### config.mk
export PLATFORM = sky130hd
export DESIGN_NAME = countdown_timer
export DESIGN_NICKNAME = d
export VERILOG_FILES = /design/src/rtl/countdown_timer.sv
export SDC_FILE = /design/constraint.sdc
export NUM_CORES = 1
export LEC_CHECK = 0
export ABC_AREA = 1
export CORE_MARGIN = 1
export CORE_UTILIZATION = 55
export CTS_CLUSTER_SIZE = 10
export DETAILED_ROUTE_END_ITERATION = 16
export DONT_BUFFER_PORTS = 1
export PLACE_DENSITY = 0.76
export REMOVE_ABC_BUFFERS = 1
export SYNTH_ARGS = -nofsm -noshare
export SYNTH_HDL_FRONTEND = slang
export SYNTH_SLANG_ARGS = --single-unit
### constraint.sdc
create_clock -name mclk -period 4.1 [get_ports mclk]
set_input_delay 0.82 -clock mclk [delete_from_list [all_inputs] [get_ports mclk]]
set_output_delay 0.82 -clock mclk [all_outputs]
set_load 0.005 [all_outputs]
### src/rtl/countdown_timer.sv
// countdown_timer: BCD MM:SS countdown driven by a synchronised 1 Hz tick.
// A start/pause/clear FSM gates the decrement; reaching 00:00 enters DONE
// and fires a single-cycle alarm.
module countdown_timer (
  input  logic       mclk,
  input  logic       reset,
  input  logic       sec_clk,
  input  logic       load,
  input  logic       clear,
  input  logic       start_stop,
  input  logic [3:0] pre_min_t,
  input  logic [3:0] pre_min_o,
  input  logic [2:0] pre_sec_t,
  input  logic [3:0] pre_sec_o,
  output logic [3:0] min_t,
  output logic [3:0] min_o,
  output logic [2:0] sec_t,
  output logic [3:0] sec_o,
  output logic       running,
  output logic       done,
  output logic       alarm
);

  typedef enum logic [1:0] {S_IDLE, S_RUN, S_PAUSE, S_DONE} state_e;

  state_e     state_q, state_d;
  logic       s1_q, s2_q, s3_q;
  logic [3:0] min_t_q, min_t_d;
  logic [3:0] min_o_q, min_o_d;
  logic [2:0] sec_t_q, sec_t_d;
  logic [3:0] sec_o_q, sec_o_d;
  logic       alarm_q, alarm_d;

  logic       tick;
  logic       is_zero;
  logic       is_one;

  // Clamp a 4-bit preset digit into the BCD range 0-9.
  function automatic logic [3:0] clamp9(input logic [3:0] v);
    return (v > 4'd9) ? 4'd9 : v;
  endfunction

  // Synchroniser plus history flop; these run in every state so an edge
  // seen while paused is consumed and never replayed later.
  always_ff @(posedge mclk or posedge reset) begin
    if (reset) begin
      s1_q <= 1'b0;
      s2_q <= 1'b0;
      s3_q <= 1'b0;
    end else begin
      s1_q <= sec_clk;
      s2_q <= s1_q;
      s3_q <= s2_q;
    end
  end

  assign tick    = s2_q & ~s3_q;
  assign is_zero = (min_t_q == 4'd0) && (min_o_q == 4'd0) &&
                   (sec_t_q == 3'd0) && (sec_o_q == 4'd0);
  assign is_one  = (min_t_q == 4'd0) && (min_o_q == 4'd0) &&
                   (sec_t_q == 3'd0) && (sec_o_q == 4'd1);

  // State, digit and alarm registers.
  always_ff @(posedge mclk or posedge reset) begin
    if (reset) begin
      state_q <= S_IDLE;
      min_t_q <= 4'd0;
      min_o_q <= 4'd0;
      sec_t_q <= 3'd0;
      sec_o_q <= 4'd0;
      alarm_q <= 1'b0;
    end else begin
      state_q <= state_d;
      min_t_q <= min_t_d;
      min_o_q <= min_o_d;
      sec_t_q <= sec_t_d;
      sec_o_q <= sec_o_d;
      alarm_q <= alarm_d;
    end
  end

  // Next state: clear > load > start_stop > tick. A load while running is
  // treated as absent, so lower-priority events still apply that cycle.
  always_comb begin
    state_d = state_q;
    min_t_d = min_t_q;
    min_o_d = min_o_q;
    sec_t_d = sec_t_q;
    sec_o_d = sec_o_q;
    alarm_d = 1'b0;
    if (clear) begin
      state_d = S_IDLE;
      min_t_d = 4'd0;
      min_o_d = 4'd0;
      sec_t_d = 3'd0;
      sec_o_d = 4'd0;
    end else if (load && (state_q != S_RUN)) begin
      state_d = S_IDLE;
      min_t_d = clamp9(pre_min_t);
      min_o_d = clamp9(pre_min_o);
      sec_t_d = (pre_sec_t > 3'd5) ? 3'd5 : pre_sec_t;
      sec_o_d = clamp9(pre_sec_o);
    end else if (start_stop && (state_q == S_RUN)) begin
      state_d = S_PAUSE;
    end else if (start_stop && ((state_q == S_IDLE) || (state_q == S_PAUSE))) begin
      if (!is_zero) begin
        state_d = S_RUN;
      end
    end else if (tick && (state_q == S_RUN)) begin
      if (is_zero || is_one) begin
        // Last second expires (00:00 in RUN cannot normally occur, but it
        // must never wrap to 99:59).
        sec_o_d = 4'd0;
        state_d = S_DONE;
        alarm_d = 1'b1;
      end else if (sec_o_q != 4'd0) begin
        sec_o_d = sec_o_q - 4'd1;
      end else begin
        sec_o_d = 4'd9;
        if (sec_t_q != 3'd0) begin
          sec_t_d = sec_t_q - 3'd1;
        end else begin
          sec_t_d = 3'd5;
          if (min_o_q != 4'd0) begin
            min_o_d = min_o_q - 4'd1;
          end else begin
            min_o_d = 4'd9;
            min_t_d = min_t_q - 4'd1;
          end
        end
      end
    end
  end

  assign min_t   = min_t_q;
  assign min_o   = min_o_q;
  assign sec_t   = sec_t_q;
  assign sec_o   = sec_o_q;
  assign running = (state_q == S_RUN);
  assign done    = (state_q == S_DONE);
  assign alarm   = alarm_q;

endmodule

# After elaboration in Yosys (flattened, before gate mapping)
# Cells that the tools add are included.
word_totals:
  reg_bits: 21
  elab_cells: 107
  output_inout_bits: 18
op_classes:
  add_sub_neg: 4
  bitwise: 2
  order_cmp: 4
  eq_ne: 12
  n_mux: 50
  reduce_logical: 26
op_table:
  columns: ["cell", "count"]
  rows:
  - ["$mux 4", 28]
  - ["$mux 3", 9]
  - ["$ne 3x3->1 const B", 6]
  - ["$mux 2", 7]
  - ["$gt 4x4->1 const B", 3]
  - ["$logic_not 4->1", 3]
  - ["$sub 4x1->4 const B", 3]
  - ["$reduce_bool 5->1", 2]
  - ["$logic_and 1x1->1", 8]
  - ["$reduce_bool 4->1", 2]
  - ["$reduce_and 7->1", 1]
  - ["$mux 1", 6]
  - ["$reduce_and 3->1", 2]
  - ["$reduce_and 6->1", 1]
  - ["$reduce_bool 3->1", 2]
  - ["$ne 5x5->1 const B", 1]
  - ["$reduce_and 5->1", 1]
  - ["$eq 2x2->1 const B", 2]
  - ["$eq 4x1->1 const B", 1]
  - ["$gt 3x3->1 const B", 1]
  - ["$logic_not 3->1", 1]
  - ["$sub 3x1->3 const B", 1]
  - ["$eq 2x1->1 const B", 1]
  - ["$logic_not 2->1", 1]
  - ["other kinds (4)", 5]

# Longest topological paths before layout
# Gate-level depths: netlist of run 1.
logic_depth:
  depth_word: 11
  ltp_mapped: 10
  ltp_nobuf: 10

# Worst setup path before layout of run 1
# OpenSTA, ideal clock, no wires.
synth_timing:
  path_kind: "input -> register"
  startpoint: "input clear"
  endpoint: "register sec_o_q[1] (netlist: sec_o[1])"
  required_time_ps: 3980
  setup_slack_ps: 2390
  t_arrival_ps: 1591
  path_buffers: 1
  stages: 9
  setup_time_ps: 120
  cell_sequence: "buf_2 inv_1 nand2_4 inv_6 nand2_4 nand2_2 nor2_1 nand2_1 o21ai_2"
synth_between:
  elab_chain_cells: 2
synth_rtl:
  columns: ["element", "line_no", "text"]
  rows:
  - ["from (decl)", "9", "input logic clear,"]
  - ["$ne 3x3->1 (no source line) or $reduce_bool 3->1 (tied branches)", null, null]
  - ["$reduce_and 3->1 (no source line)", null, null]
  - ["to (signal assigned)", "77", "sec_o_q <= sec_o_d;"]
  - ["to (decl)", "31", "logic [3:0] sec_o_q, sec_o_d;"]
# Parallel ways exist; a longest one is shown, timed or not.
# A chain may end at the register's enable or synchronous reset.

# Worst setup path after layout of run 1
layout_timing:
  startpoint: "register state_q[0]"
  endpoint: "output running"
layout_between:
  elab_chain_cells: 1
layout_rtl:
  columns: ["element", "line_no", "text"]
  rows:
  - ["from (decl)", "26", "state_e state_q, state_d;"]
  - ["from (signal assigned)", "73", "state_q <= state_d;"]
  - ["$eq 2x1->1", "139", "assign running = (state_q == S_RUN);"]
  - ["to (decl)", "19", "output logic running,"]
# No other way between the ends.

==> impl_results.md, run 1 <==
- Adder-cell share of the synthesized area: 4.61%
- Final Critical Period: 1.87 ns
- Max cap viols: 0
- Max stage delay on crit path: approximately 0.46 ns
- Max Fclk: between 500 and 600 MHz
- Hold EP: s2_q$_DFF_PP0_
- Hpwl dp: 2420 um
- Reg2Reg Capture Point: min_o[2]$_DFFE_PP0P_
- Worst Path Required: roughly 3.3 ns
- Pre-antenna DRT Iters: 4
- Slew Viols, Final: 0
- Area Growth Syn to Fin: 2.61%
- PortBufs: 0
- Clock Skew: ~0.013 ns
- Endpoints failing hold: 0
- Clock Path Buffers: 2
- Post-synthesis simple-gate area fraction: between 40 and 50%
- CP Class: flop to primary output
- FP Rows: 19
- DRT antenna net count: 0
- Number of antenna violations at the first check in global routing: 0
- Wire per inst: between 10 and 15 um
- Total number of vias: about 1400
- Leakage: 0.920 nW
- H-Tree Depth: 1
- DR DRC count: 0
- Mux contribution to synthesized area: 0%
- CTS tree: built
- Total wire length: approximately 3100 um
- Worst rel slew slack: 45.8%
- Worst Path Buf+Inv: 1
- Share of cells above drive strength 1: 13.7%
- ANT cells: 0
- Crit share post-route: 45.6%
- Cell Chain, Critical Path: inv_1 -> nor2_1
- Die height: 56.4 um
- Initial Utilization: 58.6%
- Crit Reg-Reg Startpoint: sec_o[1]$_DFFE_PP0P_
- Final Power: 0.654 mW
- Crit path max-delay cell type: dfrtp_1
- Cells on worst reg2reg path: 8
- Final setup violating endpoints: 0
- Sequential share of the synthesized area: 32.3%
- Via density: around 5.3
- RSZ-0062 raised after global routing: false
- Most frequent cells in the layout: nand2_1, inv_1, nor2_1
- Post-synthesis xor/xnor area fraction: ~1.6%
- Peak VDD IR: 0.000252 V
- Largest family of logic cells by synthesized area: simple AND/OR/NAND/NOR gates
- Nets: 254
- Initial DRC Count: 57
- Clock Latency Late Sink: 0.31 ns
- CP endpoint kind: primary output
- Hold Crit Start: s1_q$_DFF_PP0_
- CP Max Fanout: 4
- Worst Path Arrival: 1.05 ns
- Gr usage total: 21.4%
- Top cell type by total area after synthesis: dfrtp_1
- Yosys warns: 0
- Clock Sinks: 21
- I/O Pins: 39
- Synth cell types: 30
- Synth Register Bits: 21
- CTS Buf Count: 3
- Pin count of the biggest net entering global routing: 22
- Most common cell after layout, fill and taps aside: nand2_1
- Hold depth: 0
- CP Launch Type: flop
- Top Family by Delay on Critical Path: flip-flops
- Outcome: finished clean
- Global route total overflow: 0
- Core area: between 0.002 and 0.003 sq mm
- Post-synth top area share: around a third
- Post-CTS Setup Bufs: 0
- Hold buffers post-CTS: 0
- Routability cong.: 0.802
- Clk pin slew, worst setup/hold paths: around 0.13 ns
- Compound-Gate Fraction of Synth Area: 9.45%
- Filler Cell Count: 268
- Worst min path class: flop to flop
- Root Buffer Master: clkbuf_4
- Worst R2R Setup Slack: around 2.5 ns
- Resize count post-CTS: 0
- Synth area leaders: dfrtp_1, nand2_1, inv_1
- Syn Area/Cell: a little over 7 sq um
- Mapped cell area: approximately 0.0016 sq mm
- Cells after synthesis: 225
- First-pass GRT wire length: 5310 um
- Die W: 56.4 um
- Sum of negative setup slack: 0 ns
- Pwr dens: approximately 390 mW/mm^2
- Die area: 0.00318 sq mm
- Vias in the first global route: between 1000 and 1500
- Tightest Pin Transition: 0.812 ns
area by class of cell:
type	instances	area [sq um]	share of cell area [%]
clock inverters	1	5.00	0.299
multi-input cells	169	955	57.1
inverters	32	125	7.49
well taps	31	38.8	2.32
flip-flops and latches	21	526	31.4
clock buffers	3	22.5	1.35
stage by stage:
stage	hold WS [ns]	setup slack (ns)	cells	utilization, %	cell area (sq um)
after floorplan	0.331	2.50	222	-	1610
after CTS	0.364	2.21	257	60.1	1670
final	0.363	2.23	257	60.1	1670
after detailed placement	0.336	2.32	253	59.1	1640
after global routing	0.369	2.17	257	60.1	1670
after global placement	0.335	2.36	253	59.1	1640
how the worst max path moves through the flow:
stage	cells after the start	end	start
after floorplan	8	sec_o[1]$_DFFE_PP0P_	clear
after global placement	8	sec_o[1]$_DFFE_PP0P_	clear
after detailed placement	8	sec_o[1]$_DFFE_PP0P_	clear
after CTS	2	running	state_q[0]$_DFFE_PP0P_
after global routing	2	running	state_q[0]$_DFFE_PP0P_
final	2	running	state_q[0]$_DFFE_PP0P_
worst register-to-register path, stage by stage (launching register included):
cell,delay (ns)
dfrtp_1,0.45
inv_1,0.16
ha_1,0.21
nand2_1,0.17
nor2_8,0.19
nand3_4,0.11
nand2_2,0.11
nand2_1,0.06
nand2_1,0.05
registers in the layout (all words and copies together) (netlist names):
register / cells
s1_q: 1
min_t: 4
s3_q: 1
s2_q: 1
min_o: 4
sec_t: 3
alarm: 1
sec_o: 4
state_q: 2
synthesized netlist by cell type:
| master | n |
|---|---|
| a21oi_1 | 13 |
| buf_6 | 1 |
| o21ai_0 | 10 |
| nor2_1 | 23 |
| o21ai_1 | 1 |
| inv_2 | 1 |
| ha_1 | 6 |
| nand3_1 | 18 |
| a21oi_2 | 2 |
| or2_1 | 1 |
| inv_1 | 30 |
| dfrtp_1 | 21 |
| buf_2 | 1 |
| nand2_4 | 7 |
| a211oi_1 | 1 |
| xnor2_1 | 2 |
| nor2_4 | 2 |
| xor2_1 | 1 |
| nor3_4 | 1 |
| buf_4 | 1 |
| nand3_4 | 2 |
| inv_6 | 1 |
| nor3_1 | 5 |
| nand4_2 | 1 |
| nor2_8 | 2 |
| o21ai_2 | 1 |
| nand2_1 | 61 |
| nand2_2 | 7 |
| nand4_1 | 1 |
| nor3b_1 | 1 |
power by group:
group          internal (mW)  total [mW]  switching, mW
Combinational         0.0960       0.265          0.169
Sequential             0.239       0.286         0.0478
Clock                 0.0365       0.102         0.0658
cells by family (layout without fill, tap and decap cells):
family / Yosys count / in the layout
and+or+nand+nor: 132 / 132
buffers and inverters: 35 / 36
AOI/OAI and AO/OA: 28 / 28
DFF: 21 / 21
adders and majority gates: 6 / 6
xor gates and xnor gates: 3 / 3
metal layers:
| layer | share of wire, % | track usage, % | vias to the layer above |
|---|---|---|---|
| met2 | 46 | 34.5 | 36 |
| met5 | 0 | 0 | - |
| li1 | - | - | 716 |
| met3 | 4.8 | 3.00 | 4 |
| met4 | 1.1 | 7.32 | 0 |
| met1 | 48 | 29.3 | 609 |
(Power assumes the default switching activity.)
==> inputs of run 2 (changes only) <==
==> constraint.sdc (replaced) <==
create_clock -name mclk -period 1.9 [get_ports mclk]
set_input_delay 0.38 -clock mclk [delete_from_list [all_inputs] [get_ports mclk]]
set_output_delay 0.38 -clock mclk [all_outputs]
set_load 0.005 [all_outputs]
==> impl_results.md, run 2 (synthesis results as in run 1) <==
- Hold_ws: 0.0795 ns (-0.283 ns)
- Total number of vias: 1385 (+1.5%)
- Die W: 56.4 um (unchanged)
- Root Buffer Master: clkbuf_4
- Endpoints failing hold: 0 (unchanged)
- Multi-input combinational cell area: 955 sq um (unchanged)
- Peak VDD IR: 0.000585 V (+130%)
- Share of cells above drive strength 1: 14.4% (+0.69 points)
- Critical path's most frequent cell: nand2_1
- Clock Skew: 0.00733 ns (-0.00554 ns)
- Cells on worst reg2reg path: 9 (+1)
- Filler Cell Count: 273 (+1.9%)
- Wire per inst: 12.7 um (+3.7%)
- FP Rows: 19 (unchanged)
- Pin count of the biggest net entering global routing: 22 (unchanged)
- Die area: 0.00318 sq mm (unchanged)
- CTS tree: built
- DR DRC count: 0 (unchanged)
- Pre-antenna DRT Iters: 4 (unchanged)
- Worst R2R Setup Slack: 0.32 ns (-2.21 ns)
- Outcome: finished clean
- Via density: 5.33 (+0.29%)
- Final setup violating endpoints: 0 (unchanged)
- RSZ-0062 raised after global routing: false
- Max Fclk: 633 MHz
- Nets: 257 (+1.2%)
- Die height: 56.4 um (unchanged)
- H-Tree Depth: 1 (unchanged)
- Slew Viols, Final: 0 (unchanged)
- CP Launch Type: flop
- Worst Path Required: 2.12 ns (-1.16 ns)
- CP endpoint kind: flop
- First-pass GRT wire length: 5470 um (+3.0%)
- Max cap viols: 0 (unchanged)
- Sum of negative setup slack: 0 ns (unchanged)
- CP Max Fanout: 4 (unchanged)
- CP Class: flop to flop
- Area Growth Syn to Fin: 4.15%
- Hold EP: s1_q$_DFF_PP0_
- Worst min path class: input pin to flop
- Number of antenna violations at the first check in global routing: 0 (unchanged)
- Crit path max-delay cell type: dfrtp_1
- Hold Crit Start: sec_clk
- I/O Pins: 39 (unchanged)
- Clock Latency Late Sink: 0.31 ns (about the same)
- ANT cells: 0 (unchanged)
- Gr usage total: 21.9% (+0.52 points)
- Worst rel slew slack: 80.7% (+35 points)
- Clock Path Buffers: 2 (unchanged)
- CTS Buf Count: 3 (unchanged)
- Cell Chain, Critical Path: inv_1 -> ha_1 -> inv_1 -> nor3_4 -> nand4_1 -> nand2_1 -> nand2_1 -> nand2_1 -> nand2_1
- Most common cell after layout, fill and taps aside: nand2_1
- Reg2Reg Capture Point: state_q[0]$_DFFE_PP0P_
- Initial Utilization: 58.6% (unchanged)
- Clk pin slew, worst setup/hold paths: 0.13 ns (about the same)
- Final Critical Period: 1.58 ns
- Leakage: 0.933 nW (+1.5%)
- Vias in the first global route: 1282 (+4.4%)
- Pwr dens: 836 mW/mm^2 (+110%)
- Global route total overflow: 0 (unchanged)
- Initial DRC Count: 41 (-28%)
- Tightest Pin Transition: 0.289 ns (-0.523 ns)
- Register area: 526 sq um (unchanged)
- Routability cong.: 0.851 (+6.2%)
- Total wire length: 3300 um (+4.9%)
- Hpwl dp: 2530 um (+4.7%)
- Post-CTS Setup Bufs: 0 (unchanged)
- Worst Path Arrival: 1.80 ns (+0.75 ns)
- PortBufs: 0 (unchanged)
- DRT antenna net count: 0 (unchanged)
- Most frequent cells in the layout: nand2_1, inv_1, nor2_1
- Clock Sinks: 21 (unchanged)
- Core area: 0.00278 sq mm (unchanged)
- Hold depth: 0 (unchanged)
- Crit share post-route: approximately 83%
- Crit Reg-Reg Startpoint: min_t[0]$_DFFE_PP0P_
- Max stage delay on crit path: 0.42 ns (-0.04 ns)
## run 2: changes by cell type in the layout (fill, tap and decap cells not counted), sizes merged
cell,previous run,this run
dlygate4sd3,0,1
buf,0,2
## run 2: timing repair
action                                  4_1_cts  5_1_grt
resized for setup                             0        0
hold endpoints to repair                     21        0
endpoints found under the setup margin        0        0
hold buffers                                  1        0
## run 2: report_power, final
group	switching, mW	internal, mW	leakage (nW)	total, mW
sequential	0.102	0.515	0.268	0.617
clock	0.144	0.0786	0.0177	0.222
combinational	0.367	0.212	0.648	0.580
total	0.613	0.806	0.933	1.42
## run 2: worst max-delay path, delay by kind of cell (launching register included)
kind          cells  cell delay [ns]
flops             1             0.42
buf+inv           2             0.18
simple gates      6             0.72
fa+ha+maj         1             0.17
## run 2: layout make-up
type	instances	area share (%)
Clock buffer	3	1.33
Sequential cell	21	31.0
Tap cell	31	2.29
Clock inverter	1	0.295
Timing Repair Buffer	3	1.47
Multi-Input combinational cell	169	56.3
Inverter	32	7.37
## run 2: stage by stage
step           std cells  power [mW]  utilization [%]  worst slack (ns)  cell area (sq um)
2_1_floorplan        222        1.10                -             0.483               1610
4_1_cts              260        1.43             61.0             0.298               1700
3_3_place_gp         255        1.19             59.6             0.345               1660
6_report             260        1.42             61.0             0.319               1700
5_1_grt              260        1.53             61.0             0.106               1700
3_5_place_dp         255        1.21             59.6             0.315               1660
## run 2: how the worst max path moves through the flow
stage / endpoint / from / slack (ns) / cells past startpoint
after global placement: state_q[1]$_DFFE_PP0P_ / min_t[0]$_DFFE_PP0P_ / 0.35 / 9
final: state_q[0]$_DFFE_PP0P_ / min_t[0]$_DFFE_PP0P_ / 0.32 / 9
after detailed placement: state_q[0]$_DFFE_PP0P_ / min_t[0]$_DFFE_PP0P_ / 0.31 / 9
after CTS: state_q[0]$_DFFE_PP0P_ / min_t[0]$_DFFE_PP0P_ / 0.30 / 9
after global routing: state_q[0]$_DFFE_PP0P_ / min_t[0]$_DFFE_PP0P_ / 0.11 / 9
after floorplan: sec_o[0]$_DFFE_PP0P_ / min_t[0]$_DFFE_PP0P_ / 0.48 / 9
## run 2: per-layer routing
metal  track usage [%]  routed length, um
met1              27.8               1470
met2              35.5               1630
met3              6.68                157
met4              6.97                 36
met5                 0                  0
==> inputs of run 3 (changes only) <==
--- a/config.mk
+++ b/config.mk
@@ -11,7 +11,7 @@
 export CTS_CLUSTER_SIZE = 10
 export DETAILED_ROUTE_END_ITERATION = 16
 export DONT_BUFFER_PORTS = 1
-export PLACE_DENSITY = 0.76
+export PLACE_DENSITY = 0.79
 export REMOVE_ABC_BUFFERS = 1
 export SYNTH_ARGS = -nofsm -noshare
 export SYNTH_HDL_FRONTEND = slang
==> constraint.sdc (replaced) <==
create_clock -name mclk -period 1.4 [get_ports mclk]
set_input_delay 0.28 -clock mclk [delete_from_list [all_inputs] [get_ports mclk]]
set_output_delay 0.28 -clock mclk [all_outputs]
set_load 0.005 [all_outputs]
==> impl_results.md, run 3 (synthesis results as in run 1) <==
- Reg2Reg Capture Point: state_q[1]$_DFFE_PP0P_
- Hold Crit Start: start_stop
- CTS tree: built
- Failing checks: setup timing
- Die W: 56.4 um (unchanged)
- Wire per inst: 12.9 um (+1.6%)
- CP endpoint: state_q[1]$_DFFE_PP0P_
- Clock share of power: 13.9% (-1.8 points)
- FP Rows: 19 (unchanged)
- Clock Sinks: 21 (unchanged)
- Worst min path class: input pin to flop
- Filler Cell Count: 217 (-21%)
- Sequential share of power: 35.2% (-8.3 points)
- Cell Chain, Critical Path: inv_2 -> ha_4 -> inv_2 -> nor3_4 -> nand4_1 -> nand2_2 -> nand2_2 -> nand2_1 -> nand2_1
- Busiest grt layer: met2
- Tightest Pin Transition: 0.299 ns (+0.00955 ns)
- Met2 Resource Use GR: 39.5% (+4.0 points)
- RSZ-0062 raised after global routing: true
- Max stage delay on crit path: 0.41 ns (about the same)
- Total number of vias: 1504 (+8.6%)
- Setup crit start: min_t[1]$_DFFE_PP0P_
- Routability cong.: 0.881 (+3.5%)
- Sum of negative setup slack: -1.15 ns (-1.15 ns)
- Crit path max-delay cell type: dfrtp_1
- PortBufs: 0 (unchanged)
- Met3 Usage GRT: 2.76% (-3.9 points)
- Pwr dens: 1120 mW/mm^2 (+34%)
- Via density: 5.26 (-1.3%)
- Core area: 0.00278 sq mm (unchanged)
- First-pass GRT wire length: 6200 um (+13%)
- CP Class: flop to flop
- Grt met1 use: 32.6% (+4.8 points)
- Worst R2R Setup Slack: -0.13 ns (-0.45 ns)
- Most common cell after layout, fill and taps aside: nand2_1
- Nets: 283 (+10%)
- Global route total overflow: 0 (unchanged)
- Cells on worst reg2reg path: 9 (unchanged)
- Vias in the first global route: 1481 (+16%)
- Final Critical Period: 1.53 ns (-0.0544 ns)
- Initial Utilization: 58.6% (unchanged)
- Gr usage total: 24.3% (+2.4 points)
- Top Family by Delay on Critical Path: simple AND/OR/NAND/NOR gates
- Crit Reg-Reg Startpoint: min_t[1]$_DFFE_PP0P_
- Register area: 526 sq um (unchanged)
- CTS Buf Count: 3 (unchanged)
- CP Launch Type: flop
- Worst rel slew slack: 80.0% (-0.70 points)
- Max cap viols: 0 (unchanged)
- Clock Skew: 0.00278 ns (-0.00455 ns)
- Number of antenna violations at the first check in global routing: 0 (unchanged)
- Slew Viols, Final: 0 (unchanged)
- Area Growth Syn to Fin: 21.0%
- Clk pin slew, worst setup/hold paths: 0.12 ns (about the same)
- Max Fclk: 655 MHz (+3.6%)
- Die area: 0.00318 sq mm (unchanged)
- Crit path depth: 9 (unchanged)
- Psw: 0.925 mW (+51%)
- I/O Pins: 39 (unchanged)
- Peak VDD IR: 0.000944 V (+61%)
- Share of cells above drive strength 1: 29.8% (+15 points)
- Endpoints failing hold: 0 (unchanged)
- Worst Path Arrival: 1.75 ns (-0.05 ns)
- Outcome: finished with violations
- Final Power: 2.20 mW (+55%)
- Initial DRC Count: 47 (+15%)
- Hpwl dp: 2620 um (+3.6%)
- Clock Latency Late Sink: 0.31 ns (about the same)
- Multi-input combinational cell area: 0.00103 sq mm (+7.7%)
- Root Buffer Master: clkbuf_4
- DRT antenna net count: 0 (unchanged)
- CP Max Fanout: 4 (unchanged)
- Switching Fraction: 42.0% (-1.2 points)
- Clock Path Buffers: 2 (unchanged)
- Total wire length: 3690 um (+12%)
- Leakage: 1.07 nW (+15%)
- H-Tree Depth: 1 (unchanged)
- ANT cells: 0 (unchanged)
- Worst Path Required: 1.62 ns (-0.50 ns)
- Final setup violating endpoints: 18 (+18)
- Crit share post-route: 109% (+26 points)
- Pin count of the biggest net entering global routing: 22 (unchanged)
- Pre-antenna DRT Iters: 4 (unchanged)
- Internal power: 1.28 mW (+59%)
- Gate power share: 50.9% (+10 points)
- CP endpoint kind: flop
- Die height: 56.4 um (unchanged)
- Setup ws final: -0.126 ns (-0.446 ns)
- DR DRC count: 0 (unchanged)
- Most frequent cells in the layout: nand2_1, inv_1, buf_4
- Worst Path Buf+Inv: 2 (unchanged)
[run 3: area by class of cell]
class	count	area share, %
timing repair buffer	29	11.5
inverter	32	6.35
sequential	21	26.6
multi-input combinational	169	52.2
clock inverter	1	0.254
clock buffer	3	1.14
tap	31	1.97
[run 3: timing repair]
item,4_1_cts,5_1_grt
endpoints found under the hold margin,22,0
gates resized for setup,13,12
setup buffers,2,1
pin swaps,4,7
hold buffers,2,0
endpoints found under the setup margin,18,18
[run 3: power by group through the flow]
stage,logic (mW),registers [mW],clock network (mW)
floorplan,0.668,0.820,0
global placement,0.997,0.785,0
detailed placement,1.01,0.787,0
CTS,1.07,0.777,0.316
global route,1.25,0.790,0.334
finish,1.12,0.776,0.306
[run 3: worst min-delay path by stage]
stage	end	slack, ns	depth (start not counted)
2_1_floorplan	alarm$_DFF_PP0_	0.26	1
3_3_place_gp	s3_q$_DFF_PP0_	0.22	2
4_1_cts	alarm$_DFF_PP0_	0.04	1
5_1_grt	alarm$_DFF_PP0_	0.04	1
3_5_place_dp	s2_q$_DFF_PP0_	0.22	2
6_report	alarm$_DFF_PP0_	0.05	1
[run 3: metrics by stage]
stage,cells,hold WS (ns),setup WS [ns],instance area (sq um),util [%]
after floorplan,222,0.257,-0.0166,1610,-
after global placement,277,0.221,-0.0626,1820,65.6
after detailed placement,277,0.222,-0.105,1820,65.6
after CTS,285,0.0368,-0.0775,1930,69.4
after global routing,286,0.0372,-0.236,1970,70.9
final,286,0.0487,-0.126,1970,70.9
[run 3: worst register-to-register path, cell delays in order, from the launching register on]
cell and delay (ns):
dfrtp_1 0.41, inv_2 0.09, ha_4 0.14, inv_2 0.05, nor3_4 0.24, nand4_1 0.20
nand2_2 0.14, nand2_2 0.06, nand2_1 0.05, nand2_1 0.05
[run 3: metal layers]
| metal | up-vias | part of all wire (%) |
|---|---|---|
| li1 | 769 | - |
| met5 | - | 0 |
| met1 | 675 | 45 |
| met4 | 0 | 2.2 |
| met2 | 51 | 48 |
| met3 | 9 | 4.9 |
